==> src/rtl/sg32_isa_pkg.sv <==
// SG32 instruction-set constants shared by the instruction encoder and the core's decoder.
// Type and immediate-mode codes plus the bit positions of every encoded field.
package sg32_isa_pkg;

    typedef enum logic [1:0] {
        TYPE_ALU  = 2'b00,
        TYPE_RAM  = 2'b01,
        TYPE_COND = 2'b10,
        TYPE_EXT  = 2'b11
    } instr_type_e;

    // The mode name says which register select is replaced by imm12.
    typedef enum logic [1:0] {
        IMM_NONE  = 2'b00,
        IMM_NO_RA = 2'b01,
        IMM_NO_RB = 2'b10,
        IMM_NO_RC = 2'b11
    } imm_mode_e;

    typedef enum logic [1:0] {
        ST_IDLE = 2'b00,
        ST_RUN  = 2'b01,
        ST_DONE = 2'b10
    } enc_state_e;

    localparam int INSTR_W   = 32;
    localparam int TYPE_LSB  = 0;
    localparam int IMM_LSB   = 2;
    localparam int OP_LSB    = 4;
    localparam int F0_LSB    = 10;
    localparam int F1_LSB    = 15;
    localparam int F2_LSB    = 20;
    localparam int IMM12_LSB = 20;

endpackage

==> src/rtl/instr_encoder_if.sv <==
// Field-tuple input stream and instruction-memory write port of the SG32 instruction encoder.
// The slave modport is the encoder; the master modport is the loader / imem side.
interface instr_encoder_if #(
    parameter int ADDR_W = 10
);
    logic              in_valid;
    logic              in_ready;
    logic [1:0]        in_type;
    logic [1:0]        in_imm;
    logic [5:0]        in_op;
    logic [4:0]        in_ra;
    logic [4:0]        in_rb;
    logic [4:0]        in_rc;
    logic [11:0]       in_imm12;
    logic              imem_wr_en;
    logic [ADDR_W-1:0] imem_addr;
    logic [31:0]       imem_wdata;
    logic              imem_ready;

    modport slave (
        input  in_valid, in_type, in_imm, in_op, in_ra, in_rb, in_rc, in_imm12, imem_ready,
        output in_ready, imem_wr_en, imem_addr, imem_wdata
    );

    modport master (
        output in_valid, in_type, in_imm, in_op, in_ra, in_rb, in_rc, in_imm12, imem_ready,
        input  in_ready, imem_wr_en, imem_addr, imem_wdata
    );
endinterface

==> src/rtl/enc_fifo.sv <==
// Synchronous FIFO holding encoded words between the accept side and the imem write side.
// Only the pointers are reset; head reads as zero while empty so outputs are clean after reset.
module enc_fifo #(
    parameter int DEPTH  = 4,
    parameter int DATA_W = 32
) (
    input  logic              clk,
    input  logic              rst_n,
    input  logic              push,
    input  logic              pop,
    input  logic [DATA_W-1:0] din,
    output logic              full,
    output logic              empty,
    output logic [DATA_W-1:0] head
);
    localparam int AW = $clog2(DEPTH);

    logic [DATA_W-1:0] mem [DEPTH];
    logic [AW:0]       wr_ptr;
    logic [AW:0]       rd_ptr;

    always_ff @(posedge clk or negedge rst_n) begin
        if (!rst_n) begin
            wr_ptr <= '0;
            rd_ptr <= '0;
        end else begin
            if (push) wr_ptr <= wr_ptr + (AW+1)'(1);
            if (pop)  rd_ptr <= rd_ptr + (AW+1)'(1);
        end
    end

    always_ff @(posedge clk) begin
        if (push) mem[wr_ptr[AW-1:0]] <= din;
    end

    // The extra pointer bit separates full from empty when the indices match.
    assign empty = (wr_ptr == rd_ptr);
    assign full  = (wr_ptr[AW] != rd_ptr[AW]) && (wr_ptr[AW-1:0] == rd_ptr[AW-1:0]);
    assign head  = empty ? '0 : mem[rd_ptr[AW-1:0]];

endmodule

==> src/rtl/instr_encoder.sv <==
// Packs decoded SG32 fields into 32-bit instruction words and streams a counted burst of them
// into instruction memory at consecutive (wrapping) addresses through a small word FIFO.
module instr_encoder
    import sg32_isa_pkg::*;
#(
    parameter int ADDR_W     = 10,
    parameter int FIFO_DEPTH = 4,
    parameter int CNT_W      = 11
) (
    input  logic              clk,
    input  logic              rst_n,
    input  logic              start,
    input  logic [ADDR_W-1:0] base_addr,
    input  logic [CNT_W-1:0]  count,
    output logic              busy,
    output logic              done,
    instr_encoder_if.slave    bus
);
    enc_state_e        state, state_nxt;
    logic [CNT_W-1:0]  target, accepted, written;
    logic [ADDR_W-1:0] wr_addr;
    logic              in_ready, push, pop;
    logic              fifo_full, fifo_empty;
    logic [31:0]       enc_word_p0, head_p1;

    function automatic logic [31:0] encode_word(
        input logic [1:0]  ty,
        input logic [1:0]  im,
        input logic [5:0]  op,
        input logic [4:0]  ra,
        input logic [4:0]  rb,
        input logic [4:0]  rc,
        input logic [11:0] imm12
    );
        logic [31:0] w;
        w = '0;
        w[TYPE_LSB +: 2] = ty;
        w[IMM_LSB  +: 2] = im;
        w[OP_LSB   +: 6] = op;
        if (ty == TYPE_EXT) begin
            w[F0_LSB +: 5]     = ra;
            w[F1_LSB +: 5]     = rb;
            w[IMM12_LSB +: 12] = imm12;
        end else begin
            case (im)
                IMM_NONE: begin
                    w[F0_LSB +: 5] = ra;
                    w[F1_LSB +: 5] = rb;
                    w[F2_LSB +: 5] = rc;
                end
                IMM_NO_RA: begin
                    w[F0_LSB +: 5]     = rb;
                    w[F1_LSB +: 5]     = rc;
                    w[IMM12_LSB +: 12] = imm12;
                end
                IMM_NO_RB: begin
                    w[F0_LSB +: 5]     = ra;
                    w[F1_LSB +: 5]     = rc;
                    w[IMM12_LSB +: 12] = imm12;
                end
                default: begin
                    w[F0_LSB +: 5]     = ra;
                    w[F1_LSB +: 5]     = rb;
                    w[IMM12_LSB +: 12] = imm12;
                end
            endcase
        end
        return w;
    endfunction

    // Stage p0: combinational encode of the tuple being accepted this cycle.
    assign enc_word_p0 = encode_word(bus.in_type, bus.in_imm, bus.in_op,
                                     bus.in_ra, bus.in_rb, bus.in_rc, bus.in_imm12);
    assign push = bus.in_valid && in_ready;
    assign pop  = !fifo_empty && bus.imem_ready;

    // Stage p1: FIFO head drives the imem write port.
    enc_fifo #(
        .DEPTH  (FIFO_DEPTH),
        .DATA_W (32)
    ) u_fifo (
        .clk   (clk),
        .rst_n (rst_n),
        .push  (push),
        .pop   (pop),
        .din   (enc_word_p0),
        .full  (fifo_full),
        .empty (fifo_empty),
        .head  (head_p1)
    );

    assign bus.in_ready   = in_ready;
    assign bus.imem_wr_en = !fifo_empty;
    assign bus.imem_addr  = wr_addr;
    assign bus.imem_wdata = head_p1;

    always_ff @(posedge clk or negedge rst_n) begin
        if (!rst_n) state <= ST_IDLE;
        else        state <= state_nxt;
    end

    always_comb begin
        state_nxt = state;
        in_ready  = 1'b0;
        busy      = 1'b0;
        done      = 1'b0;
        case (state)
            ST_IDLE: begin
                if (start) state_nxt = (count != '0) ? ST_RUN : ST_DONE;
            end
            ST_RUN: begin
                busy     = 1'b1;
                in_ready = !fifo_full && (accepted < target);
                if (pop && (written + CNT_W'(1) == target)) state_nxt = ST_DONE;
            end
            ST_DONE: begin
                busy      = 1'b1;
                done      = 1'b1;
                state_nxt = ST_IDLE;
            end
            default: state_nxt = ST_IDLE;
        endcase
    end

    always_ff @(posedge clk or negedge rst_n) begin
        if (!rst_n) begin
            wr_addr  <= '0;
            target   <= '0;
            accepted <= '0;
            written  <= '0;
        end else if (state == ST_IDLE) begin
            if (start && count != '0) begin
                wr_addr  <= base_addr;
                target   <= count;
                accepted <= '0;
                written  <= '0;
            end
        end else if (state == ST_RUN) begin
            if (push) accepted <= accepted + CNT_W'(1);
            if (pop) begin
                wr_addr <= wr_addr + ADDR_W'(1);
                written <= written + CNT_W'(1);
            end
        end
    end

endmodule

==> src/flat_wrapper.sv <==
// flat-port wrapper written by rule: the top's interface ports become plain ports
module instr_encoder_flat import sg32_isa_pkg::*;
#(
    parameter int ADDR_W     = 10,
    parameter int FIFO_DEPTH = 4,
    parameter int CNT_W      = 11
)
  (clk, rst_n, start, base_addr, count, busy, done, bus_in_valid, bus_in_type, bus_in_imm, bus_in_op, bus_in_ra, bus_in_rb, bus_in_rc, bus_in_imm12, bus_imem_ready, bus_in_ready, bus_imem_wr_en, bus_imem_addr, bus_imem_wdata);
  instr_encoder_if #(.ADDR_W(ADDR_W)) bus_i ();
  input  logic clk;
  input  logic rst_n;
  input  logic start;
  input  logic [ADDR_W-1:0] base_addr;
  input  logic [CNT_W-1:0] count;
  output logic busy;
  output logic done;
  input wire logic [$bits(bus_i.in_valid)-1:0] bus_in_valid;
  input wire logic [$bits(bus_i.in_type)-1:0] bus_in_type;
  input wire logic [$bits(bus_i.in_imm)-1:0] bus_in_imm;
  input wire logic [$bits(bus_i.in_op)-1:0] bus_in_op;
  input wire logic [$bits(bus_i.in_ra)-1:0] bus_in_ra;
  input wire logic [$bits(bus_i.in_rb)-1:0] bus_in_rb;
  input wire logic [$bits(bus_i.in_rc)-1:0] bus_in_rc;
  input wire logic [$bits(bus_i.in_imm12)-1:0] bus_in_imm12;
  input wire logic [$bits(bus_i.imem_ready)-1:0] bus_imem_ready;
  output wire logic [$bits(bus_i.in_ready)-1:0] bus_in_ready;
  output wire logic [$bits(bus_i.imem_wr_en)-1:0] bus_imem_wr_en;
  output wire logic [$bits(bus_i.imem_addr)-1:0] bus_imem_addr;
  output wire logic [$bits(bus_i.imem_wdata)-1:0] bus_imem_wdata;
  assign bus_i.in_valid = bus_in_valid;
  assign bus_i.in_type = bus_in_type;
  assign bus_i.in_imm = bus_in_imm;
  assign bus_i.in_op = bus_in_op;
  assign bus_i.in_ra = bus_in_ra;
  assign bus_i.in_rb = bus_in_rb;
  assign bus_i.in_rc = bus_in_rc;
  assign bus_i.in_imm12 = bus_in_imm12;
  assign bus_i.imem_ready = bus_imem_ready;
  assign bus_in_ready = bus_i.in_ready;
  assign bus_imem_wr_en = bus_i.imem_wr_en;
  assign bus_imem_addr = bus_i.imem_addr;
  assign bus_imem_wdata = bus_i.imem_wdata;
  instr_encoder #(.ADDR_W(ADDR_W), .FIFO_DEPTH(FIFO_DEPTH), .CNT_W(CNT_W)) u_core (.clk(clk), .rst_n(rst_n), .start(start), .base_addr(base_addr), .count(count), .busy(busy), .done(done), .bus(bus_i));
endmodule
==> config.mk <==
export PLATFORM = sky130hd
export DESIGN_NAME = instr_encoder_flat
export DESIGN_NICKNAME = d
export VERILOG_FILES = /design/src/rtl/sg32_isa_pkg.sv /design/src/rtl/instr_encoder_if.sv /design/src/rtl/enc_fifo.sv /design/src/rtl/instr_encoder.sv /design/src/flat_wrapper.sv
export SDC_FILE = /design/constraint.sdc
export NUM_CORES = 1
export LEC_CHECK = 0
export ABC_CLOCK_PERIOD_IN_PS = 3400
export CAP_MARGIN = 0
export CORE_MARGIN = 2
export CORE_UTILIZATION = 54
export DETAILED_ROUTE_END_ITERATION = 10
export GPL_TIMING_DRIVEN = 0
export MAX_ROUTING_LAYER = met4
export PLACE_DENSITY = 0.8
export SLEW_MARGIN = 20
export SYNTH_ARGS = -nofsm -noshare
export SYNTH_HDL_FRONTEND = slang
export SYNTH_SLANG_ARGS = --single-unit
==> constraint.sdc <==
create_clock -name clk -period 3.4 [get_ports clk]
set_input_delay 0.68 -clock clk [delete_from_list [all_inputs] [get_ports clk]]
set_output_delay 0.68 -clock clk [all_outputs]
set_load 0.005 [all_outputs]
## After elaboration in Yosys (flattened, before gate mapping)

Memories as Yosys holds them, arrays and structs flattened.
Cells that the tools add are included.
W data, S select, Z words.

- $add $sub $neg: 5
- Reductions and logical operators: 19
- Equal/unequal tests: 12
- Multiplexer cells: 24
- Order comparisons: 1

Operators by type and width:

| cell | count |
|---|---|
| $mux W11 | 7 |
| $pmux W15 S3 | 1 |
| $mux W10 | 4 |
| $mux W32 | 1 |
| $add A11 B1 Y11 const B | 2 |
| $mux W22 | 1 |
| $eq A11 B11 Y1 | 1 |
| $lt A11 B11 Y1 | 1 |
| $reduce_bool A11 Y1 | 1 |
| $add A10 B1 Y10 const B | 1 |
| $mux W7 | 1 |
| $add A3 B1 Y3 const B | 2 |
| $eq A2 B2 Y1 const B | 3 |
| $logic_and A1 B1 Y1 | 6 |
| $mux W2 | 3 |
| $reduce_and A3 Y1 | 2 |
| $reduce_bool A2 Y1 | 3 |
| $mux W1 | 5 |
| $eq A2 B1 Y1 const B | 2 |
| $logic_not A2 Y1 | 2 |
| $ne A2 B2 Y1 const B | 2 |
| $pmux W2 S2 | 1 |
| $reduce_and A2 Y1 | 2 |
| $eq A3 B3 Y1 | 1 |
| other kinds (5) | 6 |

- Memory bits (writable): 128
- Word-level logic and storage cells: 69
- Output and inout port bits: 46
- Memories kept: 1
- Register bits: 51

Memories:

| name | words | width | rd ports | clocked after memory_dff | write ports | line | text |
|---|---|---|---|---|---|---|---|
| u_core.u_fifo.mem | 4 | 32 | 1 | 0 | 1 | enc_fifo.sv:18 | `logic [DATA_W-1:0] mem [DEPTH];` |

## Logic depth before layout (Yosys ltp)

Gate-level depths: netlist of run 1.

- Word-level depth: 9
- Depth in mapped cells: 11

## Modules after synthesis

Synthesis of run 1 repeated with hierarchy kept, for this count alone.

- Cells, all modules: 599
- Area, all modules: 8480.6 um^2

By module, submodules not included:

| module | cells each | area each (um^2) | instances |
|---|---|---|---|
| enc_fifo | 240 | 5363.9 | 1 |
| instr_encoder | 359 | 3116.7 | 1 |

## Least setup slack after synthesis of run 1

Ideal clock, no wire load.

- Path type: register to register
- From: register u_core.accepted[9]
- To: memory u_core.u_fifo.mem[3][0] (enable)
- Stages on the path, launching flop included: 7
- Path buffers: 0
- Slack: 0.542 ns
- Data required time: 3.006 ns
- Arrival: 2.465 ns
- Period minus slack after synthesis: 2.858 ns
- Library setup time: 0.394 ns
- Path through: dfrtp_1 > ha_1 > a21oi_1 > o21ai_0 > nor4bb_1 > a21boi_1 > and3_1

- Word-level cells in the longest chain between the ends: 6

RTL lines:

| item | line | text |
|---|---|---|
| from (decl) | instr_encoder.sv:20 | `logic [CNT_W-1:0] target, accepted, written;` |
| from (signal assigned) | instr_encoder.sv:139 | `if (push) accepted <= accepted + CNT_W'(1);` |
| $lt A11 B11 Y1 | instr_encoder.sv:113 | `in_ready = !fifo_full && (accepted < target);` |
| $logic_and A1 B1 Y1 | instr_encoder.sv:113 |  |
| $mux W1 | instr_encoder.sv:107 | `case (state)` |
| via bus_in_ready | flat_wrapper.sv:26 | `output wire logic [$bits(bus_i.in_ready)-1:0] bus_in_ready;` |
| $logic_and A1 B1 Y1 | instr_encoder.sv:74 | `assign push = bus.in_valid && in_ready;` |
| $mux W1 | enc_fifo.sv:33 | `if (push) mem[wr_ptr[AW-1:0]] <= din;` |
| $mux W1 (not written as such) | enc_fifo.sv:33 |  |
| to (decl) | enc_fifo.sv:18 |  |

The timed path passes the listed nets, and every way through them passes these cells.

## Worst setup path after layout of run 1

- From: register u_core.target[9]
- To: output port bus_in_ready

- Word-level cells in the longest chain between the ends: 3

RTL lines:

| item | line | text |
|---|---|---|
| from (decl) | instr_encoder.sv:20 |  |
| from (signal assigned) | instr_encoder.sv:134 | `target <= count;` |
| $lt A11 B11 Y1 | instr_encoder.sv:113 |  |
| $logic_and A1 B1 Y1 | instr_encoder.sv:113 |  |
| $mux W1 | instr_encoder.sv:107 |  |
| to (decl) | flat_wrapper.sv:26 |  |

Every way passes these cells.

==> metrics.md, run 1 <==
| Metric | Value |
|---|---|
| Status | `completed` |
| CTS Buf Count | `17` |
| DRT met1 WL | `7700 um` |
| Clock share of power | `approximately a quarter` |
| Syn Nets | `679` |
| Peak VDD IR | `0.536 mV` |
| Slew Limit Fails | `0` |
| Post-DR wirelength/cell | `19.9 um` |
| GP Congestion | `0.908` |
| Critical Path Stages | `7` |
| Startpoint types | `register` |
| Starting density of the core | `55.1%` |
| Largest net degree at the start of global routing | `52` |
| Slowest stage delay, CP | `0.54 ns` |
| Fin crit period | `3.28 ns` |
| Sink Count | `179` |
| Post-synthesis cell type count | `60` |
| Met2 WL | `9260 um` |
| Worst Path Arrival | `2.60 ns` |
| Slew @ Worst Pin | `0.668 ns` |
| Dpl cell area | `0.00975 mm2` |
| First-pass GRT wire length | `29200 um` |
| Final Hold Fails | `0` |
| Die Y | `128 um` |
| DP HPWL | `12400 um` |
| Worst path cell trace | `inv_1, ha_4, a21oi_1, o21ai_1, nor4bb_2, a21boi_4, clkdlybuf4s50_1` |
| CP Max Fanout | `3` |
| Antenna Cells | `0` |
| Ratio of total power to cell area | `approximately 780 mW/mm2` |
| DIE AREA | `0.0165 mm2` |
| Combinational fraction of design power | `between 40% and 50%` |
| Final Cycle Share | `96.5%` |
| I/O pins | `~110` |
| Final worst setup slack | `~0.12 ns` |
| Ys Warns | `0` |
| Post-synth EDFFs | `between 100 and 150` |
| Async S/R FF share, synth | `28.5%` |
| Skew final | `0.0117 ns` |
| Met3 wire length | `around 1000 um` |
| Die Wd | `around 130 um` |
| Final net count | `813` |
| Cts hold-fix bufs | `0` |
| Commonest non-fill, non-tap cell in the layout | `edfxtp_1` |
| DRT Pass-1 Iters | `5` |
| Dpl ws | `approximately 0.23 ns` |
| Seq/Total Area, Yosys | `61.3%` |
| Clk slew on worst S/H paths | `0.07 ns` |
| Leak Pwr | `0.00385 uW` |
| CP max stage cell | `clkdlybuf4s50_1` |
| Post-synthesis register bit count | `179` |
| Core Rows | `45` |
| Final wirelength | `18500 um` |
| Area delta synth->final | `24.3%` |
| Mean number of vias per cell | `5.94` |
| Total gr overflow | `0` |
| Layout cells sized above 1 | `17.1%` |
| Root buf cell | `clkbuf_16` |
| Sw frac | `between 30% and 40%` |
| Int Pwr | `roughly 5500 uW` |
| Clock Tree Buf Depth | `2` |
| Synth Flop Type | `edfxtp_1` |
| Port Buf Inserts | `108` |
| Hold Slack | `0.272 ns` |
| Htree depth | `4` |
| # setup viols final | `0` |
| CP top delay family | `buffers and inverters` |
| Gr usage total | `24.3%` |
| Vias | `5528` |
| Post-layout instance area | `about 0.010 mm2` |
| Fill cell count | `1003` |
| ANT nets after route | `0` |
| Endpoint class of the critical path | `output pin` |
| DR DRC count | `0` |
| Achievable clock frequency | `0.305 GHz` |
| Vias in the first global route | `5623` |
| Post-Syn Area | `0.00835 mm2` |
| DRT iter0 DRCs | `344` |
| Initial antenna violation count | `0` |
| Worst min path class | `input pin to asynchronous set/reset pin` |
| Core area | `approximately 0.015 mm2` |
| CTS tree | `built` |
| Synthesized instance count | `595` |
| Layout Cells excl Fill | `930` |
| MaxCap Viol Count | `0` |
| Most frequent cells in the layout | `edfxtp_1, clkdlybuf4s50_1, dfrtp_1` |
| Synthesized area per cell | `~14 um2` |
| Clk_lat worst skew | `0.43 ns` |
| Critical path class | `register to output pin` |
| Crit path buffers/inverters | `2` |
| Rel. slew slack | `55.5%` |
| Psw | `2630 uW` |
| Required @ worst endpoint | `about 2.7 ns` |
| Uppermost layer routed | `met4` |
| Worst R2R Path Depth | `9` |
| Placed cells | `895` |
| Flop pwr share | `35.5%` |
[power groups by stage]
stage | Combinational (uW) | Sequential, uW | Clock, uW
3_3_place_gp | 3160 | 2910 | 0
5_1_grt | 3650 | 2920 | 2000
2_1_floorplan | 1810 | 2880 | 0
6_report | 3350 | 2890 | 1890
4_1_cts | 3350 | 2890 | 1920
3_5_place_dp | 3260 | 2930 | 0
[timing repair]
item                                    4_1_cts  5_1_grt
endpoints found under the hold margin         0        0
endpoints found under the setup margin        1        3
pin swaps                                     1        1
gates resized for setup                       2        7
setup buffers                                 2        1
[metal layers]
metal  GRT usage [%]  vias to the layer above
met1            30.4                     2759
met3            5.16                       38
met2            38.9                      209
met5               -                        -
met4            10.3                        0
li1                -                     2522
[per-stage QoR]
step	power (uW)	utilization, %	setup TNS (ns)
after floorplan	4690	-	0
after global placement	6070	63.8	-20.53
after detailed placement	6190	64.4	0
after CTS	8160	68.3	0
after global routing	8580	68.5	-0.0314
final	8130	68.5	0
[logic make-up (layout without fill, tap and decap cells)]
group	Yosys count	after routing	share of synthesized area (%)
xor+xnor	21	21	2.29
compound gates	95	95	7.28
fa+ha+maj	21	21	3.15
mux	55	55	11.7
simple gates	175	175	11.7
buf+inv	49	196	2.61
flops	179	179	61.3
[cells in the mapped netlist (14+ instances only)]
master | n | area (um2)
nor2_1 | 19 | 71.3
dfrtp_1 | 51 | 1280
and3_1 | 14 | 87.6
and2_1 | 33 | 206
nor2b_1 | 14 | 87.6
mux2_2 | 19 | 214
o21ai_0 | 37 | 185
nand3_1 | 23 | 115
a21oi_1 | 19 | 95.1
mux4_2 | 32 | 721
edfxtp_1 | 128 | 3840
ha_1 | 21 | 263
inv_1 | 20 | 75.1
nand2_1 | 36 | 135
clkbuf_1 | 14 | 52.6
[path summary, 6_finish.rpt]
kind                                                 end               startpoint  slack [ns]
worst min-delay path             u_core.bus.imem_addr[8]                    rst_n        0.27
worst max register to register  u_core.u_fifo.mem[1][22]         u_core.target[9]        0.66
worst max-delay path                        bus_in_ready         u_core.target[9]        0.12
max in group asynchronous             u_core.accepted[9]                    rst_n        2.65
worst min register to register   u_core.u_fifo.rd_ptr[2]  u_core.u_fifo.rd_ptr[2]        0.50
min in group clk                 u_core.u_fifo.rd_ptr[2]  u_core.u_fifo.rd_ptr[2]        0.50
[flip-flops by register name, indices dropped and copies added, names as in the netlist]
| register | count |
|---|---|
| u_core.u_fifo.rd_ptr | 3 |
| u_core.u_fifo.wr_ptr | 3 |
| u_core.u_fifo.mem | 128 |
| u_core.written | 11 |
| u_core.state | 2 |
| u_core.accepted | 11 |
| u_core.bus.imem_addr | 10 |
| u_core.target | 11 |
[area by class of cell]
class                   instances  area, um2  share of cell area, %
flip-flops and latches        179       5120                   49.4
multi-input cells             367       3050                   29.4
repair buffers                115       1180                   11.4
clock buffers                  17        425                   4.10
well taps                     188        235                   2.27
clock inverters                15        146                   1.41
plain buffers                  29        144                   1.39
inverters                      20       75.1                  0.723
Power figures use the tool's default switching activity.
==> run 2: changes to the inputs <==
- CORE_MARGIN: 2 -> default
==> metrics.md, run 2 (same netlist as run 1, synthesis figures left out) <==
| Metric | Value |
|---|---|
| Achievable clock frequency | `0.305 GHz (about the same)` |
| DIE AREA | `0.0160 mm2 (-3.1%)` |
| Clk_lat worst skew | `0.43 ns (about the same)` |
| Clk slew on worst S/H paths | `0.07 ns (about the same)` |
| Core Rows | `45 (unchanged)` |
| Final Hold Fails | `0 (unchanged)` |
| Mean number of vias per cell | `6.04 (+1.6%)` |
| Worst Path Arrival | `2.60 ns (about the same)` |
| Fill cell count | `1017 (+1.4%)` |
| Required @ worst endpoint | `2.72 ns (about the same)` |
| Dpl cell area | `0.00975 mm2 (unchanged)` |
| Status | `completed` |
| Clock share of power | `23.7% (+0.4 points)` |
| First-pass GRT wire length | `30100 um (+2.9%)` |
| I/O pins | `109 (unchanged)` |
| Gr usage total | `25.9% (+1.6 points)` |
| Flop pwr share | `35.6% (about the same)` |
| Int Pwr | `5540 uW (+0.67%)` |
| Slew @ Worst Pin | `0.718 ns (+0.0505 ns)` |
| Commonest non-fill, non-tap cell in the layout | `edfxtp_1` |
| Antenna Cells | `0 (unchanged)` |
| Worst path cell trace | `buf_4, xor2_1, or3b_1, buf_6, clkbuf_1, and2_1, clkdlybuf4s50_1` |
| Psw | `2590 uW (-1.6%)` |
| Final net count | `812 (-0.12%)` |
| Slew Limit Fails | `0 (unchanged)` |
| CTS tree | `built` |
| Endpoint class of the critical path | `output pin` |
| Largest net degree at the start of global routing | `52 (unchanged)` |
| Sw frac | `31.8% (-0.50 points)` |
| DRT iter0 DRCs | `422 (+23%)` |
| Final wirelength | `18800 um (+1.4%)` |
| Total gr overflow | `0 (unchanged)` |
| CP Max Fanout | `10 (+7)` |
| Port Buf Inserts | `108 (unchanged)` |
| Startpoint types | `register` |
| Starting density of the core | `55.1% (unchanged)` |
| Slowest stage delay, CP | `0.49 ns (-0.05 ns)` |
| Met3 wire length | `1100 um (+5.3%)` |
| Clock Tree Buf Depth | `2 (unchanged)` |
| Skew final | `0.0178 ns (+0.00610 ns)` |
| Ratio of total power to cell area | `785 mW/mm2 (+0.18%)` |
| Area of the multi-input gates | `0.00302 mm2 (-0.86%)` |
| Post-DR wirelength/cell | `20.2 um (+1.6%)` |
| Post-layout instance area | `0.0104 mm2 (-0.24%)` |
| Combinational fraction of design power | `40.7% (-0.5 points)` |
| ANT nets after route | `0 (unchanged)` |
| RSZ-0062 raised after global routing | `false` |
| Die Y | `126 um (-1.6%)` |
| Critical path class | `register to output pin` |
| Area delta synth->final | `24.0%` |
| DRT met1 WL | `7650 um (-0.57%)` |
| # setup viols final | `0 (unchanged)` |
| Die Wd | `126 um (-1.6%)` |
| Vias in the first global route | `5719 (+1.7%)` |
| Total chip power | `8130 uW (about the same)` |
| CP max stage cell | `clkdlybuf4s50_1` |
| Rel. slew slack | `52.1% (-3.4 points)` |
| Hold Slack | `0.278 ns (+0.00625 ns)` |
| Fin crit period | `3.28 ns (+0.00133 ns)` |
| MaxCap Viol Count | `0 (unchanged)` |
| Initial antenna violation count | `0 (unchanged)` |
| Most frequent cells in the layout | `edfxtp_1, clkdlybuf4s50_1, dfrtp_1` |
| Max FFs per register | `128 (unchanged)` |
| Leak Pwr | `0.00386 uW (+0.19%)` |
| Root buf cell | `clkbuf_16` |
| DP HPWL | `12400 um (+0.26%)` |
| DRT Pass-1 Iters | `5 (unchanged)` |
| Layout cells sized above 1 | `16.2% (-0.90 points)` |
| Uppermost layer routed | `met4` |
| DR DRC count | `0 (unchanged)` |
| CTS Buf Count | `17 (unchanged)` |
| Sink Count | `179 (unchanged)` |
| Vias | `5603 (+1.4%)` |
| Core area | `0.0151 mm2 (unchanged)` |
| Final core utilization | `68.4% (-0.17 points)` |
| Htree depth | `4 (unchanged)` |
| Peak VDD IR | `0.569 mV (+6.2%)` |
| Final Cycle Share | `96.6% (about the same)` |
| Met2 WL | `9580 um (+3.5%)` |
| Sequential standard cell area | `0.00512 mm2 (about the same)` |
| Worst min path class | `input pin to asynchronous set/reset pin` |
| GP Congestion | `0.923 (+1.7%)` |
-- run 2: final timing paths --
kind                       cells after the start  slack (ns)                    start                       end
max                                            7        0.12  u_core.u_fifo.rd_ptr[1]        bus_imem_wdata[14]
min                                            1        0.28                    rst_n   u_core.bus.imem_addr[9]
max reg2reg                                    8        0.57       u_core.accepted[9]  u_core.u_fifo.mem[1][26]
min reg2reg                                    1        0.49  u_core.u_fifo.wr_ptr[2]   u_core.u_fifo.wr_ptr[2]
max in group asynchronous                      1        2.63                    rst_n        u_core.accepted[9]
min in group clk                               1        0.49  u_core.u_fifo.wr_ptr[2]   u_core.u_fifo.wr_ptr[2]
-- run 2: final cells by class --
cell class,instances,area share [%]
Tap cell,188,2.27
Sequential cell,179,49.5
Buffer,29,1.39
Clock buffer,18,4.15
Timing Repair Buffer,114,11.4
Multi-Input combinational cell,367,29.2
Inverter,20,0.725
Clock inverter,13,1.45
-- run 2: through the flow --
| step | TNS [ns] | setup slack [ns] | cells |
|---|---|---|---|
| 2_1_floorplan | 0 | 0.542 | 595 |
| 3_3_place_gp | -21.29 | -0.226 | 891 |
| 3_5_place_dp | 0 | 0.260 | 895 |
| 4_1_cts | 0 | 0.0452 | 927 |
| 5_1_grt | 0 | 0.0124 | 928 |
| 6_report | 0 | 0.117 | 928 |
-- run 2: critical path, delay by kind of cell, from the launching register on --
family,cells,cell delay (ns)
DFF,1,0.39
and+or+nand+nor,2,0.60
xor gates and xnor gates,1,0.16
buffers and inverters,4,1.02
-- run 2: routing by layer --
metal  up-vias  global-route usage, %
met5         -                      -
met4         0                   11.5
met3        37                   5.31
met2       226                   41.2
met1      2813                   32.3
li1       2527                      -
-- run 2: power by group through the flow --
stage / clock, uW / combinational, uW / sequential [uW]
5_1_grt: 2030 / 3600 / 2920
4_1_cts: 1940 / 3330 / 2890
3_5_place_dp: 0 / 3260 / 2930
2_1_floorplan: 0 / 1810 / 2880
6_report: 1920 / 3310 / 2890
3_3_place_gp: 0 / 3160 / 2910
-- run 2: what timing repair did --
item                                    4_1_cts  5_1_grt
resized for setup                             1        4
hold endpoints to repair                      0        0
buffers inserted                              1        1
endpoints found under the setup margin        1        3
pin swaps                                     0        1
hold buffers                                  0        0
